[config.mk]
export PLATFORM = sky130hd
export DESIGN_NAME = sb_motor_arbiter
export DESIGN_NICKNAME = d
export VERILOG_FILES = /design/src/rtl/sb_motor_arbiter.sv
export SDC_FILE = /design/constraint.sdc
export NUM_CORES = 1
export LEC_CHECK = 0
export ABC_AREA = 1
export CAP_MARGIN = 20
export CORE_UTILIZATION = 55
export DETAILED_ROUTE_END_ITERATION = 6
export PLACE_DENSITY = 0.84
export SETUP_SLACK_MARGIN = 0.02
export SLEW_MARGIN = 15
export SYNTH_ARGS = -nofsm -noshare
export SYNTH_HDL_FRONTEND = slang
export SYNTH_SLANG_ARGS = --single-unit
[constraint.sdc]
create_clock -name clk_50 -period 2.6 [get_ports clk_50]
set_clock_uncertainty 0.2 [all_clocks]
set_input_delay 0.26 -clock clk_50 [delete_from_list [all_inputs] [get_ports clk_50]]
set_output_delay 0.26 -clock clk_50 [all_outputs]
set_load 0.01 [all_outputs]
[src/rtl/sb_motor_arbiter.sv]
// Motor pin arbiter: line follower / turn engine / hold requester with dead time and turn watchdog.
// Optional SB_MOTOR_BRAKE_EN: drive both ground pins high in DEAD, HOLD and FAULT (active brake).
module sb_motor_arbiter #(
    parameter int unsigned DEADTIME_CYC = 2500,
    parameter int unsigned TIMEOUT_CYC  = 25000000,
    parameter int unsigned CNT_W        = 25
) (
    input  logic       clk_50,
    input  logic       reset,
    input  logic       lf_l_motor,
    input  logic       lf_r_motor,
    input  logic       turn_req,
    input  logic       turn_l_motor,
    input  logic       turn_r_motor,
    input  logic       turn_gndl,
    input  logic       turn_gndr,
    input  logic       turn_done,
    output logic       turn_grant,
    input  logic       hold_req,
    output logic       hold_grant,
    output logic       l_motor,
    output logic       r_motor,
    output logic       gndl,
    output logic       gndr,
    output logic [1:0] owner,
    output logic       fault
);

    typedef enum logic [2:0] {
        ST_DEAD  = 3'd0,
        ST_LF    = 3'd1,
        ST_TURN  = 3'd2,
        ST_HOLD  = 3'd3,
        ST_FAULT = 3'd4
    } state_t;

    localparam logic [CNT_W-1:0] DEAD_LAST = CNT_W'(DEADTIME_CYC - 1);
    localparam logic [CNT_W-1:0] TO_LAST   = CNT_W'(TIMEOUT_CYC - 1);
    localparam logic [CNT_W-1:0] CNT_MAX   = '1;

`ifdef SB_MOTOR_BRAKE_EN
    localparam logic BRAKE = 1'b1;
`else
    localparam logic BRAKE = 1'b0;
`endif

    state_t           state, state_nx;
    state_t           target, target_nx;
    state_t           dead_tgt;
    logic [CNT_W-1:0] cnt, cnt_nx, cnt_inc;

    logic       l_nx, r_nx, gl_nx, gr_nx;
    logic       tg_nx, hg_nx, fault_nx;
    logic [1:0] owner_nx;

    // State, pending target and shared dead-time/watchdog counter
    always_ff @(posedge clk_50 or posedge reset) begin
        if (reset) begin
            state  <= ST_DEAD;
            target <= ST_LF;
            cnt    <= '0;
        end else begin
            state  <= state_nx;
            target <= target_nx;
            cnt    <= cnt_nx;
        end
    end

    // Next-state, target and counter logic
    always_comb begin
        state_nx  = state;
        target_nx = target;
        cnt_nx    = cnt;
        dead_tgt  = target;
        cnt_inc   = (cnt == CNT_MAX) ? cnt : cnt + CNT_W'(1);

        case (state)
            ST_DEAD: begin
                // Hold may steal a pending turn without restarting the dead time
                if (target == ST_TURN && hold_req)
                    dead_tgt = ST_HOLD;
                else if (target == ST_TURN && !turn_req)
                    dead_tgt = ST_LF;
                else if (target == ST_HOLD && !hold_req)
                    dead_tgt = ST_LF;

                if (cnt >= DEAD_LAST) begin
                    // A hold deferred during a turn is honoured here
                    if (dead_tgt == ST_LF && hold_req)
                        state_nx = ST_HOLD;
                    else
                        state_nx = dead_tgt;
                    target_nx = ST_LF;
                    cnt_nx    = '0;
                end else begin
                    target_nx = dead_tgt;
                    cnt_nx    = cnt_inc;
                end
            end
            ST_LF: begin
                if (hold_req) begin
                    target_nx = ST_HOLD;
                    state_nx  = ST_DEAD;
                    cnt_nx    = '0;
                end else if (turn_req) begin
                    target_nx = ST_TURN;
                    state_nx  = ST_DEAD;
                    cnt_nx    = '0;
                end
            end
            ST_TURN: begin
                if (turn_done || !turn_req) begin
                    target_nx = ST_LF;
                    state_nx  = ST_DEAD;
                    cnt_nx    = '0;
                end else if (cnt >= TO_LAST) begin
                    state_nx = ST_FAULT;
                end else begin
                    cnt_nx = cnt_inc;
                end
            end
            ST_HOLD: begin
                if (!hold_req) begin
                    target_nx = turn_req ? ST_TURN : ST_LF;
                    state_nx  = ST_DEAD;
                    cnt_nx    = '0;
                end
            end
            ST_FAULT: begin
                state_nx = ST_FAULT;
            end
            default: begin
                state_nx = ST_FAULT;
            end
        endcase
    end

    // Output values for the state being entered, so grants track state exactly
    always_comb begin
        l_nx     = 1'b0;
        r_nx     = 1'b0;
        gl_nx    = 1'b0;
        gr_nx    = 1'b0;
        tg_nx    = 1'b0;
        hg_nx    = 1'b0;
        fault_nx = 1'b0;
        owner_nx = 2'd0;

        case (state_nx)
            ST_LF: begin
                l_nx     = lf_l_motor;
                r_nx     = lf_r_motor;
                owner_nx = 2'd1;
            end
            ST_TURN: begin
                l_nx     = turn_l_motor;
                r_nx     = turn_r_motor;
                gl_nx    = turn_gndl;
                gr_nx    = turn_gndr;
                tg_nx    = 1'b1;
                owner_nx = 2'd2;
            end
            ST_HOLD: begin
                gl_nx    = BRAKE;
                gr_nx    = BRAKE;
                hg_nx    = 1'b1;
                owner_nx = 2'd3;
            end
            ST_FAULT: begin
                gl_nx    = BRAKE;
                gr_nx    = BRAKE;
                fault_nx = 1'b1;
            end
            default: begin
                gl_nx = BRAKE;
                gr_nx = BRAKE;
            end
        endcase
    end

    // Registered pin drive, grants, owner and sticky fault
    always_ff @(posedge clk_50 or posedge reset) begin
        if (reset) begin
            l_motor    <= 1'b0;
            r_motor    <= 1'b0;
            gndl       <= 1'b0;
            gndr       <= 1'b0;
            turn_grant <= 1'b0;
            hold_grant <= 1'b0;
            fault      <= 1'b0;
            owner      <= 2'd0;
        end else begin
            l_motor    <= l_nx;
            r_motor    <= r_nx;
            gndl       <= gl_nx;
            gndr       <= gr_nx;
            turn_grant <= tg_nx;
            hold_grant <= hg_nx;
            fault      <= fault_nx;
            owner      <= owner_nx;
        end
    end

endmodule

Word-level counts from Yosys, hierarchy flattened
Cells that the tools add are included.
{"block": "totals", "input_bits": 11, "out_inout_bits": 9, "elab_cells": 75, "register_bits": 40}
{"block": "classes", "add_sub_neg": 1, "eq_ne": 15, "n_reduce_logical": 11, "mux": 35, "magnitude_cmp": 2}
{"op": "25-bit two-way mux", "n": 7}
{"op": "25-bit case mux with 4 select lines", "n": 1}
{"op": "3-bit two-way mux", "n": 16}
{"op": "25-bit by 1-bit adder with 25-bit output (second input constant)", "n": 1}
{"op": "25-bit equality test (second input constant)", "n": 1}
{"op": "25-bit by 12-bit >= comparator with 1-bit output (second input constant)", "n": 1}
{"op": "25-bit >= comparator (second input constant)", "n": 1}
{"op": "3-bit case mux with 4 select lines", "n": 2}
{"op": "3-bit by 2-bit equality test with 1-bit output (second input constant)", "n": 6}
{"op": "3-bit by 1-bit equality test with 1-bit output (second input constant)", "n": 3}
{"op": "4-bit AND reduction", "n": 2}
{"op": "3-bit inequality test (second input constant)", "n": 2}
{"op": "2-bit case mux with 3 select lines", "n": 1}
{"op": "1-bit two-way mux", "n": 5}
{"op": "1-bit logical AND", "n": 4}
{"op": "2-bit inequality test (second input constant)", "n": 2}
{"op": "1-bit case mux with 2 select lines", "n": 2}
{"op": "4-bit nonzero test", "n": 1}
{"op": "3-bit equality test (second input constant)", "n": 1}
{"op": "3-bit zero test", "n": 1}
{"op": "1-bit zero test", "n": 2}
{"op": "2-bit two-way mux", "n": 1}
{"op": "1-bit logical OR", "n": 1}

Longest topological paths before layout
Gate-level depths: netlist of the first run.
{"block": "depth", "depth_word": 13, "mapped_depth": 13, "mapped_depth_nobuf": 13}

Worst setup path after synthesis of the first run
Ideal clock, no wire load.
{"block": "synth_path", "path_type": "register to register", "from": "reg cnt[0]", "to": "reg cnt[21]", "setup_time_ns": 0.074, "period_less_slack_ns": 1.967, "stages_incl_launch_ff": 14, "slack_ns": 0.633, "n_path_buf": 2, "required_time_ns": 2.326, "arrival_time_ns": 1.693, "cell_sequence": "dfrtp_1 ha_1 nand2_2 nor2_4 nand2_2 nor2_2 nand3_2 nand3_2 nand2_2 nand3_2 buf_6 buf_12 nand2_2 o21ai_2"}
{"block": "synth_via", "elab_chain_cells": 5, "word_cells_on_any_way": 11, "classes_between": "add/sub (1); order compare (2); eq/ne (2); mux (5); reduce/logical (1)"}
{"item": "start: declaration", "line": "50", "source": "logic [CNT_W-1:0] cnt, cnt_nx, cnt_inc;"}
{"item": "start signal: assignment", "line": "65", "source": "cnt <= cnt_nx;"}
{"item": "25-bit by 1-bit adder with 25-bit output or 25-bit equality test (tied branches)", "line": "75", "source": "cnt_inc = (cnt == CNT_MAX) ? cnt : cnt + CNT_W'(1);"}
{"item": "25-bit two-way mux", "line": "75"}
{"item": "25-bit two-way mux", "line": "116", "source": "end else if (cnt >= TO_LAST) begin"}
{"item": "25-bit two-way mux", "line": "112", "source": "if (turn_done || !turn_req) begin"}
{"item": "25-bit case mux with 4 select lines", "line": "77", "source": "case (state)"}
Parallel ways exist; a longest one is shown, timed or not. The select of a mux whose other input is x is not followed.
A chain may end at the register's enable or synchronous reset.

Worst setup path after layout of the first run
{"block": "layout_path", "from": "reg cnt[0]", "to": "reg cnt[13]"}
The elaborated chain is that of the path after synthesis.

==> impl_results.md, run 1 <==
- Vias in the first global route: between 2k and 3k
- Net count, final: 483
- Hold Fails Final Rpt: 0
- I/O pin total: 20
- FFs w/ async S/R, synth: 100%
- WP data required: 2630 ps
- Placer congestion estimate: 0.973
- Post-Syn Nets: 467
- Yosys warns: 0
- Worst-path maximum fanout: 31
- WP buf/inv: 1
- Endpoint class of the critical path: flop
- Via/cell ratio: 5.68
- Cell Int Power: between 0.9 and 1 mW
- # port buffers: 19
- Syn Area/Cell: 6.70 um^2
- Period utilization: between 90% and 100%
- Lkg Pwr: 1.70 nW
- Clk pwr share: 44.2%
- Layout cell share with drive strength beyond 1: between 10% and 20%
- Max-cap violations: 0
- Top cells by area, synth: dfrtp_1 32%, nand2_1 13%, nand3_1 9.7%
- Sequential power share: 52.0%
- RSZ-0062 raised after global routing: no
- Wire length of the first global-routing pass: 13.0 mm
- Max clock buf depth: 2
- Design Area, Final: 3380 um^2
- GRT Residual Overflow: 0
- Tmin final: approximately 2400 ps
- Max Clock Freq: 423 MHz
- Fillers: 487
- Tot GR Track Use: 27.7%
- Max Slew Vio Count: 0
- Synth top area share: approximately a third
- Worst slew margin: 50.0%
- Yosys cell types: 32
- Count leader, synth: nand2_1
- Hold Path Class: in -> async
- Placed cell areas: approximately 3300 um^2
- Final cell count without fillers: 542
- Yosys reg bits: 40
- Worst path top cell family by delay: simple AND/OR/NAND/NOR gates
- Layout area overhead: 10.9%
- Detailed-route via count: ~3.1k
- Largest stage delay on the critical path: 460 ps
- Primary FF master, synth: dfrtp_1
- Tightest Pin Transition: 749 ps
- CTS Buf Count: 5
- Worst IR Drop VDD: approximately 0.00028 V
- Arr. time, crit path: 2390 ps
- Slowest stage cell, crit path: dfrtp_1
- Startpoint Class: flop
- Setup bufs post-CTS: 0
- Crit path cell chain: ha_1, nand2_2, nor2_4, nand2_2, nor2_2, nand3_2, nand3_2, nand2_2, nand3_2, inv_2, nand3_1, o21ai_1
- Gate power share: under 10%
- Wirelength per Cell: 13.9 um
- Final setup fails: 0
- N_diodes: 0
- Mapped cell area: a little over 3000 um^2
- Switching pwr: 0.270 mW
- Clk_lat worst skew: ~300 ps
- Placed Cells incl. Taps: 534
- # DRC: 0
- CTS tree: yes
- Sw frac: 22.5%
- H-Tree Depth: 2
- PwrDens: around 360 nW/um^2
- DP HPWL: between 5 and 6 mm
- Die Y: 76.4 um
- Die area: just under 6000 um^2
- Initial core utilization: 58.5%
- Mapped Cells: 455
- Cts hold-fix bufs: 0
- Post-Route WL: 7.51 mm
- TNS Setup: 0 ps
- Seq/Total Area, Yosys: 32.9%
- Clock slew seen by the registers of the worst setup and hold paths: 90 ps
- Core area: 5200 um^2
- Initial DRC Count: approximately 300
- Synth area leader: dfrtp_1
- Row cnt: 26
- Crit Path Class: reg -> reg
- Pre-Repair DR Iteration Count: 5
- Die width: 76.4 um
- Post-synth EDFFs: 0
- Status: finished, final reports clean
- Top post-synthesis cells by count: 109 x nand2_1, 63 x nor2_1, 59 x nand3_1
- Final ANT Viol Nets: 0
- Initial antenna violation count: 0
- Largest net degree at the start of global routing: 41
- CTS sink cnt: 40
- Root buffer cell: clkbuf_8
## tightest hold or removal path: stages
cell             delay [ps]
clkdlybuf4s50_1         390
inv_1                    50
buf_4                   440
## registers in the layout (all words and copies together), names as in the netlist
| signal | count |
|---|---|
| cnt | 25 |
| state | 3 |
| target | 3 |
| owner | 2 |
| fault | 1 |
| gndl | 1 |
| gndr | 1 |
| hold_grant | 1 |
| l_motor | 1 |
| r_motor | 1 |
| turn_grant | 1 |
## timing repair
item                                   in CTS  in global routing
setup endpoints to repair                   0                  6
resized for setup                           0                  1
endpoints found under the hold margin       0                  0
## routing by layer
| metal | track usage (%) | share of wire (%) | vias up |
|---|---|---|---|
| li1 | - | - | 1501 |
| met1 | 36.5 | 43 | 1442 |
| met2 | 44.2 | 47 | 116 |
| met3 | 6.11 | 7.6 | 17 |
| met4 | 11.0 | 2.4 | 0 |
| met5 | 0 | 0 | - |
## power groups by stage
stage               combinational [mW]  sequential, mW  clock [mW]
detailed placement              0.0466           0.637           0
global placement                0.0460           0.637           0
CTS                             0.0469           0.625       0.540
floorplan                       0.0225           0.637           0
finish                          0.0460           0.625       0.531
global route                    0.0525           0.625       0.571
## layout make-up
cell class	count	area (um^2)	area share (%)
Multi-Input combinational cell	343	1730	51.1
Sequential cell	40	1000	29.7
Timing Repair Buffer	25	235	6.96
Inverter	56	210	6.22
Tap cell	70	87.6	2.59
Clock buffer	5	68.8	2.04
Clock inverter	3	47.5	1.41
## kinds of logic after synthesis
logic type | count (synthesis) | synth area share, %
and+or+nand+nor | 284 | 42.6
buffers and inverters | 72 | 10.6
AOI/OAI and AO/OA | 41 | 8.58
DFF | 40 | 32.9
xor gates and xnor gates | 17 | 4.89
adders and majority gates | 1 | 0.411
## stage by stage
stage | util (%) | worst slack [ps] | hold WS (ps) | power [mW]
2_1_floorplan | - | 633 | 198 | 0.660
3_3_place_gp | 62.6 | 292 | 366 | 0.683
3_5_place_dp | 62.6 | 206 | 369 | 0.684
4_1_cts | 64.8 | 183 | 198 | 1.21
5_1_grt | 64.9 | 22.6 | 247 | 1.25
6_report | 64.9 | 236 | 182 | 1.20
## final timing paths
kind                              to          from  slack [ps]  cells past startpoint
hold / removal               cnt[20]         reset         180                      3
setup / recovery             cnt[13]        cnt[0]         240                     12
max in group asynchronous  target[0]         reset        1630                      3
hold reg to reg            target[0]     target[0]         380                      2
min in group clk_50          r_motor  turn_r_motor         300                      3
setup reg to reg             cnt[13]        cnt[0]         240                     12
## layout by cell type (no fill, tap or decap)
cell               n
nand2_1          109
nor2_1            63
nand3_1           59
inv_1             53
dfrtp_1           39
clkdlybuf4s50_1   19
nand4_1           13
xor2_1            13
o21ai_1           12
o21ai_2           12
nand2_2           11
nor3_1            11
a21oi_1            7
nand3_2            7
o21ai_0            6
buf_4              6
clkbuf_8           5
xnor2_1            4
inv_2              3
nor3b_1            3
nor2_2             2
and2_1             2
nor2_4             2
clkinv_4           2
nand2_4            1
a21oi_2            1
or2_0              1
a21boi_0           1
a31oi_1            1
o221ai_1           1
ha_1               1
bufinv_16          1
dfstp_2            1
(Power assumes the default switching activity.)
==> inputs of run 2 (changes only) <==
CTS_CLUSTER_DIAMETER = 30   (was not set)
MAX_ROUTING_LAYER = met4   (was not set)
==> impl_results.md, run 2 (same netlist as run 1, synthesis figures left out) <==
- Commonest cells after routing, fill and taps aside: 109 x nand2_1, 63 x nor2_1, 59 x nand3_1
- Lkg Pwr: ~1.7 nW
- Worst IR Drop VDD: 0.000286 V
- Net count, final: 482
- Row cnt: 26
- Placed Cells incl. Taps: 533
- Core area: 5200 um^2
- DP HPWL: 5.83 mm
- Max-cap violations: 0
- Initial antenna violation count: 0
- CTS Buf Count: 5
- Tot GR Track Use: between 20% and 30%
- Met1 usage: a little under two fifths
- Detailed-route via count: 3025
- Wire length of the first global-routing pass: around 13 mm
- Most flops, register: cnt
- TNS Setup: 0 ps
- Tmin final: 2400 ps
- Max Slew Vio Count: 0
- Hold Fails Final Rpt: 0
- RSZ-0062 raised after global routing: no
- Hold Path Class: in -> async
- # DRC: 0
- Final setup fails: 0
- Max Clock Freq: 417 MHz
- Vias in the first global route: 2853
- Grt peak-use layer: met2
- GRT Residual Overflow: 0
- Die area: 5840 um^2
- Placer congestion estimate: 1.01
- Layout cell share with drive strength beyond 1: a little under an eighth
- Clk_lat worst skew: 300 ps
- Status: finished, final reports clean
- WP data required: 2630 ps
- Endpoint class of the critical path: flop
- CTS tree: yes
- Die width: 76.4 um
- Worst slew margin: 47.2%
- Root buffer cell: clkbuf_8
- I/O pin total: 20
- # port buffers: 19
- Die Y: around 76 um
- Commonest non-fill, non-tap cell in the layout: nand2_1
- Final ANT Viol Nets: 0
- Wirelength per Cell: 14.5 um
- Initial core utilization: 58.5%
- Pre-Repair DR Iteration Count: 5
- Met3 usage: 5.03%
- Fillers: 487
- Clock slew seen by the registers of the worst setup and hold paths: 90 ps
- CTS sink cnt: 40
- Initial DRC Count: 272
- Tightest Pin Transition: 791 ps
- N_diodes: 0
- Final cell count without fillers: 541
- Flip-flop count of the largest register after layout: 25
- Layout area overhead: 10.6%
- Startpoint Class: flop
- Period utilization: 92.2%
- H-Tree Depth: 2
- Crit Path Class: reg -> reg
- Worst-path maximum fanout: 31
- Arr. time, crit path: 2430 ps
- Largest regs: cnt (25), state (3), target (3)
- PwrDens: 360 nW/um^2
- Max clock buf depth: 2
- Largest net degree at the start of global routing: 41
- Via/cell ratio: 5.59
- Met2 Track Usage GR: 48.1%
- Post-Route WL: 7.83 mm
run 2: cell types whose count changed in the layout (fill, tap and decap cells not counted):
cell,delta
clkinv_4,-2
inv_6,+1
buf_4,-1
clkinvlp_4,+1
run 2: final timing paths:
| kind | from | endpoint | slack (ps) | cells past startpoint |
|---|---|---|---|---|
| max | cnt[17] | cnt[12] | 200 | 10 |
| min | reset | turn_grant | 180 | 3 |
| max reg2reg | cnt[17] | cnt[12] | 200 | 10 |
| min reg2reg | target[0] | target[0] | 370 | 2 |
| max in group asynchronous | reset | target[0] | 1650 | 3 |
| min in group clk_50 | turn_l_motor | l_motor | 310 | 3 |
run 2: layout make-up:
cell class / count / area, um^2 / share of cell area (%)
inverters: 56 / 210 / 6.24
flip-flops and latches: 40 / 1000 / 29.7
well taps: 70 / 87.6 / 2.60
clock buffers: 5 / 68.8 / 2.04
repair buffers: 24 / 228 / 6.76
clock inverters: 3 / 46.3 / 1.37
multi-input cells: 343 / 1730 / 51.2
run 2: worst max-delay path: stages, from the launching register on:
cell,delay (ps)
dfrtp_1,490
inv_1,160
nand4_1,100
nor2_1,70
a21oi_1,320
nand3_2,110
nand2_2,100
nand3_2,90
inv_2,410
nand3_1,150
o21ai_1,120
run 2: stage by stage:
step	utilization (%)	hold slack, ps	power (mW)	area (um^2)	worst slack [ps]
2_1_floorplan	-	198	0.660	3050	633
3_3_place_gp	62.4	351	0.683	3250	308
3_5_place_dp	62.4	347	0.685	3250	183
4_1_cts	64.6	202	1.22	3360	170
5_1_grt	64.7	225	1.25	3370	34.3
6_report	64.7	176	1.21	3370	203
run 2: what timing repair did:
action	in CTS	in global routing
resized for setup	0	1
setup endpoints to repair	0	8
buffers inserted	0	0
hold buffers	0	0
run 2: power by group:
part           total [mW]  internal (mW)  leakage [nW]  switching, mW
clock               0.542          0.289        0.0548          0.252
sequential          0.625          0.624         0.466        0.00115
combinational      0.0469         0.0190          1.17         0.0280
run 2: layer usage:
layer	share of wire [%]	vias to the layer above
li1	-	1491
met1	43	1397
met2	48	120
met3	6.9	17
met4	1.9	0
met5	0	-
==> inputs of run 3 (changes only) <==
SKIP_CTS_REPAIR_TIMING = 1   (was not set)
==> results of run 3 <==
Final layout, timing and power as in run 2 (identical DEF).
